===== src/rtl/bpf_code_loader.sv =====
// bpf_code_loader
// Hot-reload sequencer for the packet filter instruction memory. A new
// program arriving on the cmd stream stops the filter cores, waits for them
// to drain, and writes the program to consecutive instruction addresses. The
// cores are then restarted. All outputs come straight from flops.
`timescale 1ns/1ps

module bpf_code_loader #(
    parameter  int INST_MEM_DEPTH  = 512,
    parameter  int CODE_DATA_WIDTH = 64,
    localparam int CODE_ADDR_WIDTH = $clog2(INST_MEM_DEPTH)
) (
    input  logic                       clk,
    input  logic                       rst,
    input  logic [CODE_DATA_WIDTH-1:0] cmd_TDATA,
    input  logic                       cmd_TVALID,
    input  logic                       cmd_TLAST,
    output logic                       cmd_TREADY,
    input  logic                       filt_idle,
    output logic                       control_start,
    output logic [CODE_ADDR_WIDTH-1:0] inst_wr_addr,
    output logic [CODE_DATA_WIDTH-1:0] inst_wr_data,
    output logic                       inst_wr_en,
    output logic [CODE_ADDR_WIDTH:0]   prog_len,
    output logic                       load_done,
    output logic                       err_overflow
);

    // Word count at which the instruction memory is full, in counter width.
    localparam logic [CODE_ADDR_WIDTH:0] DEPTH_CNT = INST_MEM_DEPTH[CODE_ADDR_WIDTH:0];

    typedef enum logic [2:0] {
        ST_IDLE,    // never loaded (or reset): filter stopped
        ST_RUN,     // program loaded, filter enabled
        ST_DRAIN,   // filter stopped, waiting for cores to go idle
        ST_LOAD,    // accepting program words
        ST_COMMIT   // last write in flight, restart next cycle
    } state_e;

    state_e                       state_q,         state_d;
    logic                         control_start_q, control_start_d;
    logic                         cmd_tready_q,    cmd_tready_d;
    logic                         wr_en_q,         wr_en_d;
    logic [CODE_ADDR_WIDTH-1:0]   wr_addr_q,       wr_addr_d;
    logic [CODE_DATA_WIDTH-1:0]   wr_data_q,       wr_data_d;
    logic [CODE_ADDR_WIDTH:0]     word_cnt_q,      word_cnt_d;
    logic [CODE_ADDR_WIDTH:0]     prog_len_q,      prog_len_d;
    logic                         load_done_q,     load_done_d;
    logic                         err_overflow_q,  err_overflow_d;

    logic                         beat_accepted;
    logic                         mem_full;

    // A beat is taken only while the registered ready is high, so the
    // handshake seen by the host matches what the loader acts on.
    assign beat_accepted = cmd_TVALID && cmd_tready_q;

    // The word counter stops at the memory depth, so this also marks overflow beats.
    assign mem_full = (word_cnt_q >= DEPTH_CNT);

    // Next-state and next-output logic for the reload sequence.
    always_comb begin
        // NOTE: every _d gets a default before the case so no path can leave one unassigned and infer a latch.
        state_d         = state_q;
        control_start_d = control_start_q;
        cmd_tready_d    = 1'b0;
        wr_en_d         = 1'b0;
        wr_addr_d       = wr_addr_q;
        wr_data_d       = wr_data_q;
        word_cnt_d      = word_cnt_q;
        prog_len_d      = prog_len_q;
        load_done_d     = 1'b0;
        err_overflow_d  = err_overflow_q;

        unique case (state_q)
            ST_IDLE, ST_RUN: begin
                // A pending word is only noticed here; it is not consumed
                // until ready is raised in LOAD, so it cannot be lost.
                if (cmd_TVALID) begin
                    state_d         = ST_DRAIN;
                    control_start_d = 1'b0;
                end
            end

            ST_DRAIN: begin
                if (filt_idle) begin
                    state_d        = ST_LOAD;
                    cmd_tready_d   = 1'b1;
                    word_cnt_d     = '0;
                    wr_addr_d      = '0;
                    err_overflow_d = 1'b0;
                end
            end

            ST_LOAD: begin
                cmd_tready_d = 1'b1;
                if (beat_accepted) begin
                    if (!mem_full) begin
                        wr_en_d    = 1'b1;
                        wr_addr_d  = word_cnt_q[CODE_ADDR_WIDTH-1:0];
                        wr_data_d  = cmd_TDATA;
                        word_cnt_d = word_cnt_q + 1'b1;
                    end else begin
                        // Excess words are swallowed so the stream still
                        // reaches TLAST; the address never wraps.
                        err_overflow_d = 1'b1;
                    end
                    if (cmd_TLAST) begin
                        state_d      = ST_COMMIT;
                        cmd_tready_d = 1'b0;
                        prog_len_d   = word_cnt_d;
                    end
                end
            end

            ST_COMMIT: begin
                state_d         = ST_RUN;
                control_start_d = 1'b1;
                load_done_d     = 1'b1;
            end

            default: begin
                state_d         = ST_IDLE;
                control_start_d = 1'b0;
            end
        endcase
    end

    // State and registered outputs, with synchronous reset.
    always_ff @(posedge clk) begin
        // NOTE: non-blocking assignments so every flop updates from the same pre-edge values.
        if (rst) begin
            state_q         <= ST_IDLE;
            control_start_q <= 1'b0;
            cmd_tready_q    <= 1'b0;
            wr_en_q         <= 1'b0;
            wr_addr_q       <= '0;
            wr_data_q       <= '0;
            word_cnt_q      <= '0;
            prog_len_q      <= '0;
            load_done_q     <= 1'b0;
            err_overflow_q  <= 1'b0;
        end else begin
            state_q         <= state_d;
            control_start_q <= control_start_d;
            cmd_tready_q    <= cmd_tready_d;
            wr_en_q         <= wr_en_d;
            wr_addr_q       <= wr_addr_d;
            wr_data_q       <= wr_data_d;
            word_cnt_q      <= word_cnt_d;
            prog_len_q      <= prog_len_d;
            load_done_q     <= load_done_d;
            err_overflow_q  <= err_overflow_d;
        end
    end

    assign cmd_TREADY    = cmd_tready_q;
    assign control_start = control_start_q;
    assign inst_wr_en    = wr_en_q;
    assign inst_wr_addr  = wr_addr_q;
    assign inst_wr_data  = wr_data_q;
    assign prog_len      = prog_len_q;
    assign load_done     = load_done_q;
    assign err_overflow  = err_overflow_q;

endmodule


===== config.mk =====
export PLATFORM = sky130hd
export DESIGN_NAME = bpf_code_loader
export DESIGN_NICKNAME = d
export VERILOG_FILES = /design/src/rtl/bpf_code_loader.sv
export SDC_FILE = /design/constraint.sdc
export NUM_CORES = 1
export LEC_CHECK = 0
export BUFFER_PORTS_ARGS = -buffer_cell sky130_fd_sc_hd__buf_4
export CAP_MARGIN = 40
export CORE_MARGIN = 10
export CORE_UTILIZATION = 48
export DETAILED_ROUTE_END_ITERATION = 6
export GPL_TIMING_DRIVEN = 0
export PLACE_DENSITY = 0.78
export RECOVER_POWER = 50
export SKIP_LAST_GASP = 1
export SLEW_MARGIN = 25
export SYNTH_ARGS = -nofsm -noshare
export SYNTH_HDL_FRONTEND = slang
export SYNTH_SLANG_ARGS = --single-unit

===== constraint.sdc =====
create_clock -name clk -period 4.23 [get_ports clk]
set_input_delay 0.423 -clock clk [delete_from_list [all_inputs] [get_ports clk]]
set_output_delay 0.423 -clock clk [all_outputs]
set_load 0.05 [all_outputs]

==> Implementation_results.wiki <==
{| class="wikitable"
! Metric !! Value
|-
| Leading cell type by number of instances after synthesis || dfxtp_1
|-
| Sequential share of the synthesized area || 0.472
|-
| Number of distinct library cells after synthesis || 50
|-
| Syn. warnings || 0
|-
| Setup repair after global routing missed its margin || false
|-
| Overall die area || 0.0131 sq mm
|-
| Drc violations || 0
|-
| Number of violations of the max-capacitance limit || 0
|-
| Sum Neg Setup Slack || 0 ps
|-
| Clock tree skew after final layout || 13.0 ps
|-
| CTS tree || built
|-
| Core Footprint || 0.00872 sq mm
|-
| Ports || 157
|-
| Number of buffers inserted for hold repair after clock tree synthesis || 0
|-
| Sequential cell area || 0.00202 sq mm
|-
| Non-Filler Instances || 785
|-
| Setup slack on the worst flop-to-flop path || 2350 ps
|-
| Wire length of the first global-routing pass || 22500 um
|-
| Cells after synthesis || 506
|-
| Tcrit/Tclk final || 0.444
|-
| Headroom to the max-slew limit || 0.559
|-
| Total power || 1700 uW
|-
| Data required, critical path || 4460 ps
|-
| Worst r2r path cells || 5
|-
| Mean number of vias per cell || 5.68
|-
| Signed area change from the synthesized netlist to the final layout || 27.0%
|-
| Power density of the placed cells || 312 mW/mm^2
|-
| Starting DRC count in detailed routing || 253
|-
| Post-layout minimum cycle time || 1880 ps
|-
| Via count of the routed design || 4455
|-
| Biggest area consumer among synthesized cells || dfxtp_1
|-
| Fillers || 826
|-
| Fraction of layout cells with a size suffix above 1 || 0.149
|-
| Std-Cell Rows || 34
|-
| Remaining global-route overflow || 0
|-
| Number of port buffers || 155
|-
| Least-Margin Pin Slew || 664 ps
|-
| Count of nets left with antenna violations after detail routing || 0
|-
| FF-to-FF End || inst_wr_data[40]
|-
| Setup-violating endpoint count in the final report || 0
|-
| Peak ir drop on the vdd network || 0.165 mV
|-
| Crit. Startpoint || state_q[1]
|-
| Number of synthesized flops with an enable pin || 0
|-
| Number of instances in the placed design || 769
|-
| Mean Syn Cell Area || 8.46 sq um
|-
| Class of the tightest hold or removal check || input pin to register
|-
| Synth top cells by count || dfxtp_1, a21oi_1, o21ai_0
|-
| Clock slew seen by the registers of the worst setup and hold paths || 110 ps
|-
| Endpoint of the most critical setup path || inst_wr_data[40]
|-
| Via count of the first global-routing pass || 4472
|-
| Area share of the leading cell type in the synthesized netlist || 0.472
|-
| Count of endpoints failing hold in the final timing report || 0
|-
| Number of H-tree levels || 3
|-
| Achievable Freq || 532 MHz
|-
| Chip height || 114 um
|-
| Kind of start point of the critical path || register
|-
| Final routed wirelength across all metal layers || 13900 um
|-
| Width of the die || 114 um
|-
| Crit Path Max Fanout || 10
|-
| Area used by multi-input combinational logic || 0.00203 sq mm
|-
| Worst-skew pair later-pin latency || 360 ps
|-
| Outcome || completed
|-
| Min-Delay Path Depth || 3
|-
| Post-synthesis cell area || 0.00428 sq mm
|-
| Antenna violations before repair || 0
|-
| Starting density of the core || 0.491
|-
| TritonCTS sink count || 101
|-
| Crit path capture type || register
|-
| Clock buffer depth || 2
|-
| Global placement routability congestion || 0.892
|-
| Detailed Place HPWL || 10600 um
|-
| Reported leakage power || 0.00187 uW
|-
| Maximum number of pins on one net before global-route repair || 18
|-
| Average detailed-routed wire length per instance || 17.7 um
|-
| Top cells by area in the synthesized netlist || dfxtp_1, a21oi_1, o21ai_0, nand3_1, clkbuf_1
|-
| FF+latch count, synth || 101
|-
| Length of the first detailed-routing pass in iterations || 5
|-
| Net count, final || 743
|-
| Global-route usage over all layers || 0.205
|-
| Clk Tree Root Cell || clkbuf_8
|-
| Number of post-CTS setup repair buffers || 0
|-
| Main synth FF type || dfxtp_1
|-
| Number of diodes || 0
|-
| Post-CTS sizing || 0
|-
| Arrival time at the worst endpoint || 2110 ps
|-
| Fraction of registers with async set/reset || 0
|-
| Count of pins over their slew limit || 0
|-
| Mapped Nets || 577
|-
| Number of buffers inserted during clock tree synthesis || 9
|-
| Reg-to-reg startpoint || state_q[1]
|-
| Category of the critical setup timing path || register to register
|}
[per-layer routing]
layer / track usage / part of all wire / up-vias
li1: - / - / 2174
met1: 0.243 / 0.40 / 2096
met2: 0.325 / 0.47 / 166
met3: 0.0917 / 0.11 / 19
met4: 0.0652 / 0.015 / 0
met5: 0 / 0 / -
[report_power, final]
| part | internal [uW] | leakage [uW] | switching [uW] |
|---|---|---|---|
| sequential | 953 | 0.000814 | 2.99 |
| clock | 252 | 0.0000926 | 349 |
| combinational | 59.4 | 0.000962 | 82.3 |
| total | 1260 | 0.00187 | 434 |
[state kept, by name, summed over array words and instances, names as in the netlist, 3 cells and up]
| name | count |
|---|---|
| inst_wr_addr | 9 |
| inst_wr_data | 64 |
| prog_len | 10 |
| state_q | 3 |
| word_cnt_q | 10 |
[worst min-delay path by stage]
stage | start | to | slack [ps]
6_report | cmd_TDATA[32] | inst_wr_data[32] | 310
5_1_grt | cmd_TDATA[32] | inst_wr_data[32] | 300
4_1_cts | cmd_TDATA[32] | inst_wr_data[32] | 300
3_5_place_dp | inst_wr_data[29] | inst_wr_data[29] | 470
3_3_place_gp | inst_wr_data[41] | inst_wr_data[41] | 460
2_1_floorplan | word_cnt_q[8] | prog_len[8] | 490
[critical path, cell delays in order, from the launching register on]
cell      delay (ps)
dfxtp_1          390
or3b_2           530
clkbuf_1         260
clkbuf_1         260
o21ai_0          220
a21oi_1           90
[kinds of logic after synthesis]
group           after synthesis  synth area share
compound gates              175             0.227
fa+ha+maj                     2           0.00584
buf+inv                      57            0.0535
flops                       101             0.472
xor+xnor                      3           0.00614
simple gates                156             0.207
mux                          12            0.0283
[through the flow]
step	hold slack, ps	util	area [sq um]	worst slack (ps)
after floorplan	492	-	4280	2490
after global placement	461	0.640	5580	2250
after detailed placement	467	0.640	5580	2170
after CTS	299	0.662	5770	2360
after global routing	299	0.624	5440	2180
final	306	0.624	5440	2350
[cells in the final DEF, fill, tap and decap left out, drive strengths merged, types with 9 or more instances in the layout]
master | netlist | layout
buf | 14 | 80
nand2b | 18 | 18
o21ai | 69 | 69
dfxtp | 101 | 101
a21oi | 78 | 78
clkbuf | 38 | 138
nand2 | 15 | 15
nor2b | 9 | 9
mux2i | 11 | 11
nand3 | 68 | 68
[layout make-up]
class                   instances  share of cell area
well taps                     108              0.0248
inverters                       5             0.00345
plain buffers                  52              0.0386
clock buffers                  11              0.0278
multi-input cells             348               0.374
clock inverters                 5             0.00759
flip-flops and latches        101               0.372
repair buffers                155               0.152
(Power assumes the default switching activity.)
